## src/rtl/pipe_track_pkg.sv

```systemverilog
// rtl/pipe_track_pkg.sv - shared widths and stage indices for the pipeline tracker
package pipe_track_pkg;

  localparam int IW_DEF = 8;
  localparam int AW_DEF = 8;
  localparam int RW_DEF = 2;

  // Stage numbers (1 = youngest) used by the controller to slice st_instr/st_pc
  localparam int STG_DEC = 1;
  localparam int STG_EXE = 2;
  localparam int STG_MEM = 3;
  localparam int STG_WBK = 4;

  function automatic int stage_lsb(input int stage, input int width);
    return (stage - 1) * width;
  endfunction

endpackage

```

## src/rtl/pipe_track_stage.sv

```systemverilog
// rtl/pipe_track_stage.sv - one valid-tagged instruction/PC stage register
module pipe_track_stage
  import pipe_track_pkg::*;
#(
  parameter int IW = IW_DEF,
  parameter int AW = AW_DEF,
  parameter int RW = RW_DEF
) (
  input  logic          clock,
  input  logic          reset,
  input  logic          load,
  input  logic          bubble,
  input  logic          kill,
  input  logic          d_valid,
  input  logic [IW-1:0] d_instr,
  input  logic [AW-1:0] d_pc,
  input  logic          d_wr,
  input  logic [RW-1:0] d_rd,
  output logic          q_valid,
  output logic [IW-1:0] q_instr,
  output logic [AW-1:0] q_pc,
  output logic          q_wr,
  output logic [RW-1:0] q_rd
);

  // Kill and bubble only drop the tags; instr/pc/rd hold as don't-care payload
  always_ff @(posedge clock or posedge reset) begin
    if (reset) begin
      q_valid <= 1'b0;
      q_instr <= '0;
      q_pc    <= '0;
      q_wr    <= 1'b0;
      q_rd    <= '0;
    end else if (kill) begin
      q_valid <= 1'b0;
      q_wr    <= 1'b0;
    end else if (load) begin
      q_valid <= d_valid;
      q_instr <= d_instr;
      q_pc    <= d_pc;
      q_wr    <= d_wr;
      q_rd    <= d_rd;
    end else if (bubble) begin
      q_valid <= 1'b0;
      q_wr    <= 1'b0;
    end
  end

endmodule

```

## src/rtl/pipe_track.sv

```systemverilog
// rtl/pipe_track.sv - in-order pipeline tracker with RAW stall, flush and retire count (option: PIPE_TRACK_WB_BYPASS_EN)
module pipe_track
  import pipe_track_pkg::*;
#(
  parameter int IW           = IW_DEF,
  parameter int AW           = AW_DEF,
  parameter int RW           = RW_DEF,
  parameter int STAGES       = 4,
  parameter int FLUSH_STAGES = 2,
  parameter int CW           = 16
) (
  input  logic                 clock,
  input  logic                 reset,
  input  logic                 in_valid,
  input  logic [IW-1:0]        in_instr,
  input  logic [AW-1:0]        in_pc,
  input  logic                 in_wr,
  input  logic [RW-1:0]        in_rd,
  input  logic [RW-1:0]        in_rs1,
  input  logic [RW-1:0]        in_rs2,
  input  logic                 in_use1,
  input  logic                 in_use2,
  input  logic                 flush,
  output logic                 in_ready,
  output logic                 hazard,
  output logic [STAGES-1:0]    st_valid,
  output logic [STAGES*IW-1:0] st_instr,
  output logic [STAGES*AW-1:0] st_pc,
  output logic                 retire,
  output logic [CW-1:0]        retire_cnt
);

`ifdef PIPE_TRACK_WB_BYPASS_EN
  localparam int NCHK = STAGES - 1;
`else
  localparam int NCHK = STAGES;
`endif

  logic [STAGES-1:0]         v, wr, ld, bub, kil, d_v, d_wr;
  logic [STAGES-1:0][IW-1:0] ins, d_ins;
  logic [STAGES-1:0][AW-1:0] pc, d_pc;
  logic [STAGES-1:0][RW-1:0] rd, d_rd;
  logic                      hit, accept;

  always_comb begin
    hit = 1'b0;
    for (int k = 0; k < NCHK; k++) begin
      if (v[k] && wr[k] &&
          ((in_use1 && rd[k] == in_rs1) || (in_use2 && rd[k] == in_rs2)))
        hit = 1'b1;
    end
  end

  assign hazard   = in_valid & hit;
  assign in_ready = ~hazard & ~flush;
  assign accept   = in_valid & in_ready;

  for (genvar k = 0; k < STAGES; k++) begin : g_stage
    if (k == 0) begin : g_head
      assign d_v[k]   = 1'b1;
      assign d_ins[k] = in_instr;
      assign d_pc[k]  = in_pc;
      assign d_wr[k]  = in_wr;
      assign d_rd[k]  = in_rd;
      assign ld[k]    = accept;
      assign bub[k]   = ~accept;
    end else begin : g_body
      // Older stages advance unconditionally; there is no back-pressure below stage 1
      assign d_v[k]   = v[k-1];
      assign d_ins[k] = ins[k-1];
      assign d_pc[k]  = pc[k-1];
      assign d_wr[k]  = wr[k-1];
      assign d_rd[k]  = rd[k-1];
      assign ld[k]    = 1'b1;
      assign bub[k]   = 1'b0;
    end
    assign kil[k] = flush & (k < FLUSH_STAGES);

    pipe_track_stage #(.IW(IW), .AW(AW), .RW(RW)) u_stage (
      .clock   (clock),
      .reset   (reset),
      .load    (ld[k]),
      .bubble  (bub[k]),
      .kill    (kil[k]),
      .d_valid (d_v[k]),
      .d_instr (d_ins[k]),
      .d_pc    (d_pc[k]),
      .d_wr    (d_wr[k]),
      .d_rd    (d_rd[k]),
      .q_valid (v[k]),
      .q_instr (ins[k]),
      .q_pc    (pc[k]),
      .q_wr    (wr[k]),
      .q_rd    (rd[k])
    );
  end

  assign st_valid = v;
  assign st_instr = ins;
  assign st_pc    = pc;
  assign retire   = v[STAGES-1];

  always_ff @(posedge clock or posedge reset) begin
    if (reset)
      retire_cnt <= '0;
    else if (v[STAGES-1])
      retire_cnt <= retire_cnt + CW'(1);
  end

endmodule

```

## config.mk

```make
export PLATFORM = sky130hd
export DESIGN_NAME = pipe_track
export DESIGN_NICKNAME = d
export VERILOG_FILES = /design/src/rtl/pipe_track_pkg.sv /design/src/rtl/pipe_track_stage.sv /design/src/rtl/pipe_track.sv
export SDC_FILE = /design/constraint.sdc
export NUM_CORES = 1
export LEC_CHECK = 0
export ABC_AREA = 1
export CORE_ASPECT_RATIO = 0.5
export CORE_MARGIN = 2
export CORE_UTILIZATION = 50
export DETAILED_ROUTE_END_ITERATION = 7
export PLACE_DENSITY_LB_ADDON = 0.08
export SYNTH_ARGS = -nofsm -noshare
export SYNTH_HDL_FRONTEND = slang
export SYNTH_SLANG_ARGS = --single-unit
```

## constraint.sdc

```tcl
create_clock -name clock -period 6.3 [get_ports clock]
set_clock_uncertainty 0.15 [all_clocks]
set_input_delay 1.575 -clock clock [delete_from_list [all_inputs] [get_ports clock]]
set_output_delay 1.575 -clock clock [all_outputs]
set_load 0.005 [all_outputs]
```

==> results of run 1 <==
==> sequential cells by signal, indices dropped and copies added, names as in the netlist <==
register / count
g_stage.u_stage.q_instr: 32
g_stage.u_stage.q_pc: 32
g_stage.u_stage.q_rd: 8
g_stage.u_stage.q_valid: 4
g_stage.u_stage.q_wr: 4
retire_cnt: 16
==> routing by layer <==
layer | routed length (µm) | part of all wire
met4 | 146 | 0.018
met5 | 0 | 0
met1 | 3380 | 0.42
met2 | 3850 | 0.48
met3 | 578 | 0.073
==> cells by family after synthesis <==
logic type / after synthesis
buffers and inverters: 51
AO/OA/AOI/OAI: 9
AND/OR/NAND/NOR: 198
XOR/XNOR: 14
flip-flops: 96
adder cells (fa/ha/maj): 1
==> worst register-to-register path, stage by stage (launching register included) <==
cell and delay, ns:
dfrtp_1 0.40, inv_1 0.09, nand2_1 0.06, nand2_1 0.06, nand3_1 0.08, nand2_1 0.06
nand2_1 0.05, nand2_1 0.06, nor2_2 0.11, buf_4 0.24, nand3_1 0.60, nand2_1 0.23
nand2_1 0.08
==> stage by stage <==
step / setup WS, ns / area, µm² / total power [W]
2_1_floorplan: 2.07 / 3680 / 0.000847
3_3_place_gp: 1.03 / 4880 / 0.00103
3_5_place_dp: 0.974 / 4880 / 0.00104
4_1_cts: 0.951 / 5150 / 0.00154
5_1_grt: 0.756 / 5150 / 0.00160
6_report: 0.927 / 5150 / 0.00152
==> cell usage after synthesis (2+ instances only) <==
cell type  instances
inv_1             32
dfrtp_1           96
inv_2              3
xnor2_1            3
nand3_2            2
buf_4              6
nor2_1             8
xor2_1            11
a21oi_1            7
nor2_2             4
o21ai_0            2
nand2_1          148
nand3_1           11
nand4_1           20
buf_2              4
clkbuf_1           3
==> final timing paths <==
kind                                                  to  slack, ns  cells past startpoint                  startpoint
max reg2reg                g_stage[0].u_stage.q_instr[5]       3.91                     12  g_stage[0].u_stage.q_rd[1]
min                           g_stage[3].u_stage.q_pc[0]       0.22                      0  g_stage[2].u_stage.q_pc[0]
min reg2reg                   g_stage[3].u_stage.q_pc[0]       0.22                      0  g_stage[2].u_stage.q_pc[0]
min in group asynchronous                 retire_cnt[11]       1.51                      2                       reset
max                                             in_ready       0.93                     13                   in_rs2[1]
max in group asynchronous  g_stage[0].u_stage.q_instr[2]       3.47                      3                       reset
==> power by group through the flow <==
stage          logic [W]  clock network, W  registers [W]
2_1_floorplan  0.0000841                 0       0.000763
3_3_place_gp    0.000268                 0       0.000760
3_5_place_dp    0.000275                 0       0.000766
4_1_cts         0.000277          0.000510       0.000755
5_1_grt         0.000300          0.000536       0.000765
6_report        0.000272          0.000497       0.000754
==> area by class of cell <==
cell class	instances	area share
clock buffers	11	0.0471
flip-flops and latches	96	0.466
clock inverters	5	0.00607
well taps	96	0.0233
inverters	36	0.0267
repair buffers	119	0.229
multi-input cells	222	0.202
==> impl_metrics.ini, run 1 <==
[clocking]
clock-sinks = 96
htreeDepth = 3
clk_latency_ns = 0.34
clockRootBuffer = clkbuf_16
cts_setup_buffers = 0
clkTransAtPathRegs_ns = 0.06
tritoncts = built
cts_resized = 0
cts_made_buffers = 9
cts_hold_buf = 0
clockBufferDepth = 2

[synthesis]
synth_xor_area_frac = 0.0333
synth_top_family_by_area = simple AND/OR/NAND/NOR gates
synth_compound_area_frac = 0.0122
netlist_area_mm2 = 0.00368
synthCells = 369
yosysWarnings = 0
synth_flop_cell = dfrtp_1
synth_seq_area_share = 0.653
synthArstFlopShare = 1.00
synth-simple-area-share = 0.233
synth_fa_ha_area_frac = 0.00340
synth_top_area_frac = 0.653
yosysUniqueCellTypes = 25
yosys.area.top_type = dfrtp_1
ys_ff_latch = 96
yosys-mux-area-fraction = 0
avgSynthCellArea_um2 = 9.97
syn_nets = 399
synthTopCellsByArea = dfrtp_1 (65%), nand2_1 (15%), nand4_1 (3.4%), inv_1 (3.3%), xor2_1 (2.6%)
synth-edff-count = 0

[status]
status = finished clean

[global_route]
grt_first_pass_wirelength_um = 13200
grt_util_met3 = 0.0801
overflow = 0
antenna_found_initial = 0
track_usage = 0.209
grt_util_met1 = 0.251
grt_start_max_net_pins = 51
grt_most_used_layer = met2
grt_pass1_vias = 2756
gr-usage-met2 = 0.351

[critical_path]
path_buf_inv = 4
crit_type = primary input to primary output
cp_slowest_cell = clkdlybuf4s50_1
slowest_delay_ns = 0.57
crit_path_start_kind = primary input
cp-end-kind = primary output
critical_path.most_common_cell = nand2_1
cp.arrival_ns = 3.65
crit_chain = clkdlybuf4s50_1, inv_2, nand2_1, nand2_1, nand3_1, nand2_1, nand2_1, nand2_1, nor2_2, buf_4, nor2_1, nor2_1, clkdlybuf4s50_1
crit_required_ns = 4.58
cp_max_fo = 20
critical_path.top_delay_family = buffers and inverters

[die]
die_h_um = 64.7
start_util = 0.508
ios = 116
core_mm2 = 0.00724
num_rows = 22
dieArea_mm2 = 0.00810
die_w_um = 125

[sta]
setup_tns_ns = 0
finalHoldViolCount = 0
fmax_mhz = 186
rsz0062_at_grt = false
whs_ns = 0.223
min_period_ns = 5.37
tightest_slew_ns = 0.967
setup_viol = 0
fin_crit_sh = 0.853
slew_viol_final = 0
timing.slew.headroom = 0.351

[layout]
syn_to_final_growth_pct = 40.1
fill_cells = 525
layoutNonFillerInstCount = 585
mostFrequentLayoutCells = nand2_1 (148), clkdlybuf4s50_1 (115), dfrtp_1 (96), inv_1 (31), nand4_1 (20)
nets = 514
drive_above_1_share = 0.0675
multi_input_area_mm2 = 0.00104
final_common_cell = nand2_1
diodes = 0
seqCellArea_mm2 = 0.00240
finish.utilization = 0.712

[place]
gp_congestion = 0.869
hpwl_um = 5600
dp.cells = 569
io_buffers = 115

[power]
pwr-share-comb = 0.178
clkPwrFrac = 0.326
swShare = 0.253
internal_power_w = 0.00114
power_density_mw_per_mm2 = 296
power.switching_w = 0.000385
power_frac_seq = 0.495
p_leak_nw = 2.58
ir_worst_vdd_uv = 190

[min_path]
hp-class = flop to flop

[detailed_routing]
viasPerCell = 4.88
vias = 2853
drt_first_pass_iters = 4
wirelength_um = 7960
ant_nets = 0
drt_iter0_markers = 182
drc = 0
avgRoutedWirePerCell_um = 13.6

[job]
maxCapViolCount = 0
No activity file was read; power rests on OpenSTA's default activity.
==> run 2: changes to the inputs <==
Settings changed: CORE_MARGIN 2 to 4, CTS_CLUSTER_SIZE set to 24.
==> run 2 against run 1 <==
Effect of this change: power rose by 7.5%; worst hold slack got worse by 0.0023 ns; sequential share of layout area fell by 0.51 points; count of clock-buffer cells in the layout fell by 1; die area rose by 9.6%; global-route usage fell by 0.30 points; non-clock buffer count did not move; combinational power rose by 1%; first-iteration DRC count fell by 4.4%; via count rose by 0.67%; clock power rose by 22%; critical path type unchanged; critical endpoint unchanged.
==> impl_metrics.ini, run 2 (synthesis gave the netlist of run 1 again) <==
[status]
status = finished clean

[sta]
setup_tns_ns = 0
fin_crit_sh = 0.832
min_period_ns = 5.24
fmax_mhz = 191
timing.slew.headroom = 0.333
slew_viol_final = 0
setup_viol = 0
whs_ns = 0.221
finalHoldViolCount = 0
rsz0062_at_grt = false
tightest_slew_ns = 0.995

[die]
start_util = 0.532
die_w_um = 129
num_rows = 21
ios = 116
die_h_um = 68.7
dieArea_mm2 = 0.00888
core_mm2 = 0.00691

[global_route]
antenna_found_initial = 0
overflow = 0
grt_start_max_net_pins = 51
grt_first_pass_wirelength_um = 13900
track_usage = 0.206
grt_pass1_vias = 2957

[clocking]
clockRootBuffer = clkbuf_16
cts_hold_buf = 0
cts_setup_buffers = 0
clock-sinks = 96
clockBufferDepth = 2
clkTransAtPathRegs_ns = 0.06
cts_resized = 0
htreeDepth = 3
cts_made_buffers = 9
tritoncts = built
clk_latency_ns = 0.34

[detailed_routing]
drc = 0
vias = 2872
wirelength_um = 8380
drt_first_pass_iters = 4
ant_nets = 0
drt_iter0_markers = 174
avgRoutedWirePerCell_um = 14.4
viasPerCell = 4.94

[critical_path]
reg2reg_depth = 12
cp.arrival_ns = 3.51
crit_path_start_kind = primary input
cp_max_fo = 5
r2r-start = g_stage[0].u_stage.q_rd[0]
r2r_setup_slack_ns = 3.72
crit_type = primary input to primary output
r2r-end = g_stage[0].u_stage.q_instr[2]
crit_required_ns = 4.58
cp-end-kind = primary output

[place]
postPlaceCellArea_mm2 = 0.00487
gp_congestion = 0.901
hpwl_um = 5820
io_buffers = 115

[min_path]
min_path_cells = 0
hold_start = g_stage[2].u_stage.q_instr[3]
hp-class = flop to flop
holdPathEnd = g_stage[3].u_stage.q_instr[3]

[power]
p_total_w = 0.00164
ir_worst_vdd_uv = 202
p_leak_nw = 2.60
power_density_mw_per_mm2 = 314

[layout]
finish.utilization = 0.754
fill_cells = 481
reg_top3 = g_stage.u_stage.q_instr x32, g_stage.u_stage.q_pc x32, retire_cnt x16
syn_to_final_growth_pct = 41.7
diodes = 0
nets = 514
stdcell_area_mm2 = 0.00521
final_common_cell = nand2_1
mostFrequentLayoutCells = nand2_1 (148), clkdlybuf4s50_1 (115), dfrtp_1 (96), inv_1 (31), nand4_1 (20)
drive_above_1_share = 0.0675

[job]
maxCapViolCount = 0
## run 2: stage by stage
step           setup WS, ns  std cells
2_1_floorplan          2.07        369
3_3_place_gp           1.18        565
3_5_place_dp           1.11        565
4_1_cts                1.10        581
5_1_grt               0.951        581
6_report               1.06        581
## run 2: how the worst max path moves through the flow
stage,slack [ns],start,end
floorplan,2.07,reset,g_stage[0].u_stage.q_instr[0]
global placement,1.18,in_rs2[1],in_ready
detailed placement,1.11,in_rs2[0],in_ready
CTS,1.10,in_rs2[0],in_ready
global route,0.95,in_rs2[1],in_ready
finish,1.06,in_rs2[0],in_ready
## run 2: metal layers
layer / up-vias / GRT usage / wire length, µm
met1: 1381 / 0.231 / 3420
met2: 99 / 0.366 / 4170
met5: - / 0 / 0
met4: 0 / 0.0681 / 126
li1: 1373 / - / -
met3: 19 / 0.0823 / 653
## run 2: cell type report
class / count / area (µm²) / area share
Tap cell: 92 / 115 / 0.0221
Sequential cell: 96 / 2400 / 0.461
Inverter: 36 / 138 / 0.0264
Timing Repair Buffer: 119 / 1180 / 0.227
Multi-Input combinational cell: 222 / 1040 / 0.199
Clock buffer: 10 / 229 / 0.0439
Clock inverter: 6 / 108 / 0.0206
## run 2: critical path, cell delays in order
cell	delay, ns
clkdlybuf4s50_1	0.57
inv_2	0.09
nand2_1	0.09
nand2_1	0.07
nand3_1	0.07
nand2_1	0.06
nand2_1	0.05
nand2_1	0.06
nor2_2	0.19
nor2_1	0.09
nor2_1	0.09
clkdlybuf4s50_1	0.51
## run 2: power by group
group / leakage (nW) / total (W) / internal, W / switching [W]
sequential: 1.23 / 0.000754 / 0.000695 / 0.0000592
combinational: 1.21 / 0.000276 / 0.000166 / 0.000110
clock: 0.162 / 0.000607 / 0.000386 / 0.000221
==> run 3: changes to the inputs <==
Settings changed: CORE_UTILIZATION 50 to 42.
Clock period 6.3 ns to 4.3 ns, I/O delays scaled along.
==> run 3 against run 2 <==
Effect of this change: worst hold slack improved by 0.0010 ns; largest cell class unchanged; count of clock-buffer cells in the layout rose by 2; non-clock buffer count rose by 2; via count fell by 3.9%; clock power rose by 22%; critical path depth fell by 1; largest power group unchanged; sequential cell count did not move; worst setup slack got worse by 0.92 ns; register-to-register slack got worse by 1.8 ns; power rose by 37%; die area rose by 17%.
==> impl_metrics.ini, run 3 (synthesis gave the netlist of run 1 again) <==
[sta]
tightest_slew_ns = 0.670
fin_crit_sh = 0.967
slew_viol_final = 0
finalHoldViolCount = 0
whs_ns = 0.222
setup_viol = 0
rsz0062_at_grt = false
setup_tns_ns = 0
timing.slew.headroom = 0.554
fmax_mhz = 241
min_period_ns = 4.16

[die]
core_mm2 = 0.00826
start_util = 0.445
num_rows = 23
ios = 116
die_w_um = 140
dieArea_mm2 = 0.0104
die_h_um = 74.2

[detailed_routing]
drt_first_pass_iters = 5
avgRoutedWirePerCell_um = 13.5
viasPerCell = 4.58
drt-met1-wl_um = 3510
wl_met3_um = 758
vias = 2759
drt_iter0_markers = 171
ant_nets = 0
drc = 0
met2_wirelength_um = 3790
top_layer = met4
wirelength_um = 8120

[layout]
drive_above_1_share = 0.0713
finish.utilization = 0.631
layoutNonFillerInstCount = 603
final_common_cell = nand2_1
nets = 516
seqCellArea_mm2 = 0.00240
multi_input_area_mm2 = 0.00105
fill_cells = 703
diodes = 0
syn_to_final_growth_pct = 41.7
mostFrequentLayoutCells = nand2_1 (148), clkdlybuf4s50_1 (114), dfrtp_1 (96), inv_1 (31), nand4_1 (20)
reg_top3 = g_stage.u_stage.q_instr x32, g_stage.u_stage.q_pc x32, retire_cnt x16

[critical_path]
crit_required_ns = 3.07
path_buf_inv = 3
cp.arrival_ns = 2.93
crit_path_start_kind = primary input
reg2reg_depth = 12
critical_path.most_common_cell = nand2_1
path_depth = 11
crit_type = primary input to primary output
cp_slowest_cell = clkdlybuf4s50_1
critical_path.top_delay_family = buffers and inverters
crit_chain = clkdlybuf4s50_1, inv_1, a21oi_1, nand3_1, nand2_1, nand2_1, nand2_1, nor2_2, nor2_4, nor2_1, clkdlybuf4s50_1
cp_max_fo = 5
cp-end-kind = primary output
slowest_delay_ns = 0.51

[status]
status = finished clean

[clocking]
clkTransAtPathRegs_ns = 0.06
tritoncts = built
cts_made_buffers = 9
clockRootBuffer = clkbuf_16
clockBufferDepth = 2
cts_hold_buf = 0
clock-sinks = 96
clk_latency_ns = 0.33
htreeDepth = 3
cts_setup_buffers = 0
cts_resized = 0

[global_route]
grt_first_pass_wirelength_um = 13100
grt_pass1_vias = 2617
grt_start_max_net_pins = 55
overflow = 0
track_usage = 0.163
antenna_found_initial = 0

[min_path]
min_path_cells = 0
hp-class = flop to flop

[power]
power_density_mw_per_mm2 = 430
p_leak_nw = 2.59
ir_worst_vdd_uv = 293

[place]
dp.cells = 587
hpwl_um = 5670
io_buffers = 115
gp_congestion = 0.847

[job]
maxCapViolCount = 0
run 3: per-layer routing:
layer | GRT usage | up-vias
met4 | 0.0516 | 0
li1 | - | 1380
met2 | 0.255 | 86
met1 | 0.205 | 1287
met5 | 0 | -
met3 | 0.0764 | 6
run 3: layout make-up:
class                      instances  share of cell area
multi-input combinational        222               0.201
clock buffer                      12              0.0473
sequential                        96               0.461
timing repair buffer             121               0.232
tap                              112              0.0269
clock inverter                     4             0.00552
inverter                          36              0.0264
run 3: path summary, 6_finish.rpt:
check	from	to	slack (ns)
setup / recovery	in_rs1[0]	in_ready	0.14
max in group asynchronous	reset	g_stage[1].u_stage.q_pc[2]	2.27
setup reg to reg	g_stage[0].u_stage.q_rd[0]	g_stage[0].u_stage.q_pc[4]	1.90
min in group asynchronous	reset	g_stage[3].u_stage.q_valid	1.05
hold / removal	g_stage[2].u_stage.q_instr[4]	g_stage[3].u_stage.q_instr[4]	0.22
hold reg to reg	g_stage[2].u_stage.q_instr[4]	g_stage[3].u_stage.q_instr[4]	0.22
run 3: through the flow:
stage	total power, W	worst slack (ns)	area (µm²)
2_1_floorplan	0.00124	0.570	3680
3_3_place_gp	0.00152	0.127	4930
3_5_place_dp	0.00152	0.0499	4930
4_1_cts	0.00227	0.0365	5200
5_1_grt	0.00236	0.00244	5210
6_report	0.00224	0.143	5210
run 3: where the power goes:
group          switching [W]  internal (W)  leakage [nW]
Clock               0.000332      0.000409         0.129
Sequential         0.0000851       0.00102          1.23
Combinational       0.000152      0.000245          1.23
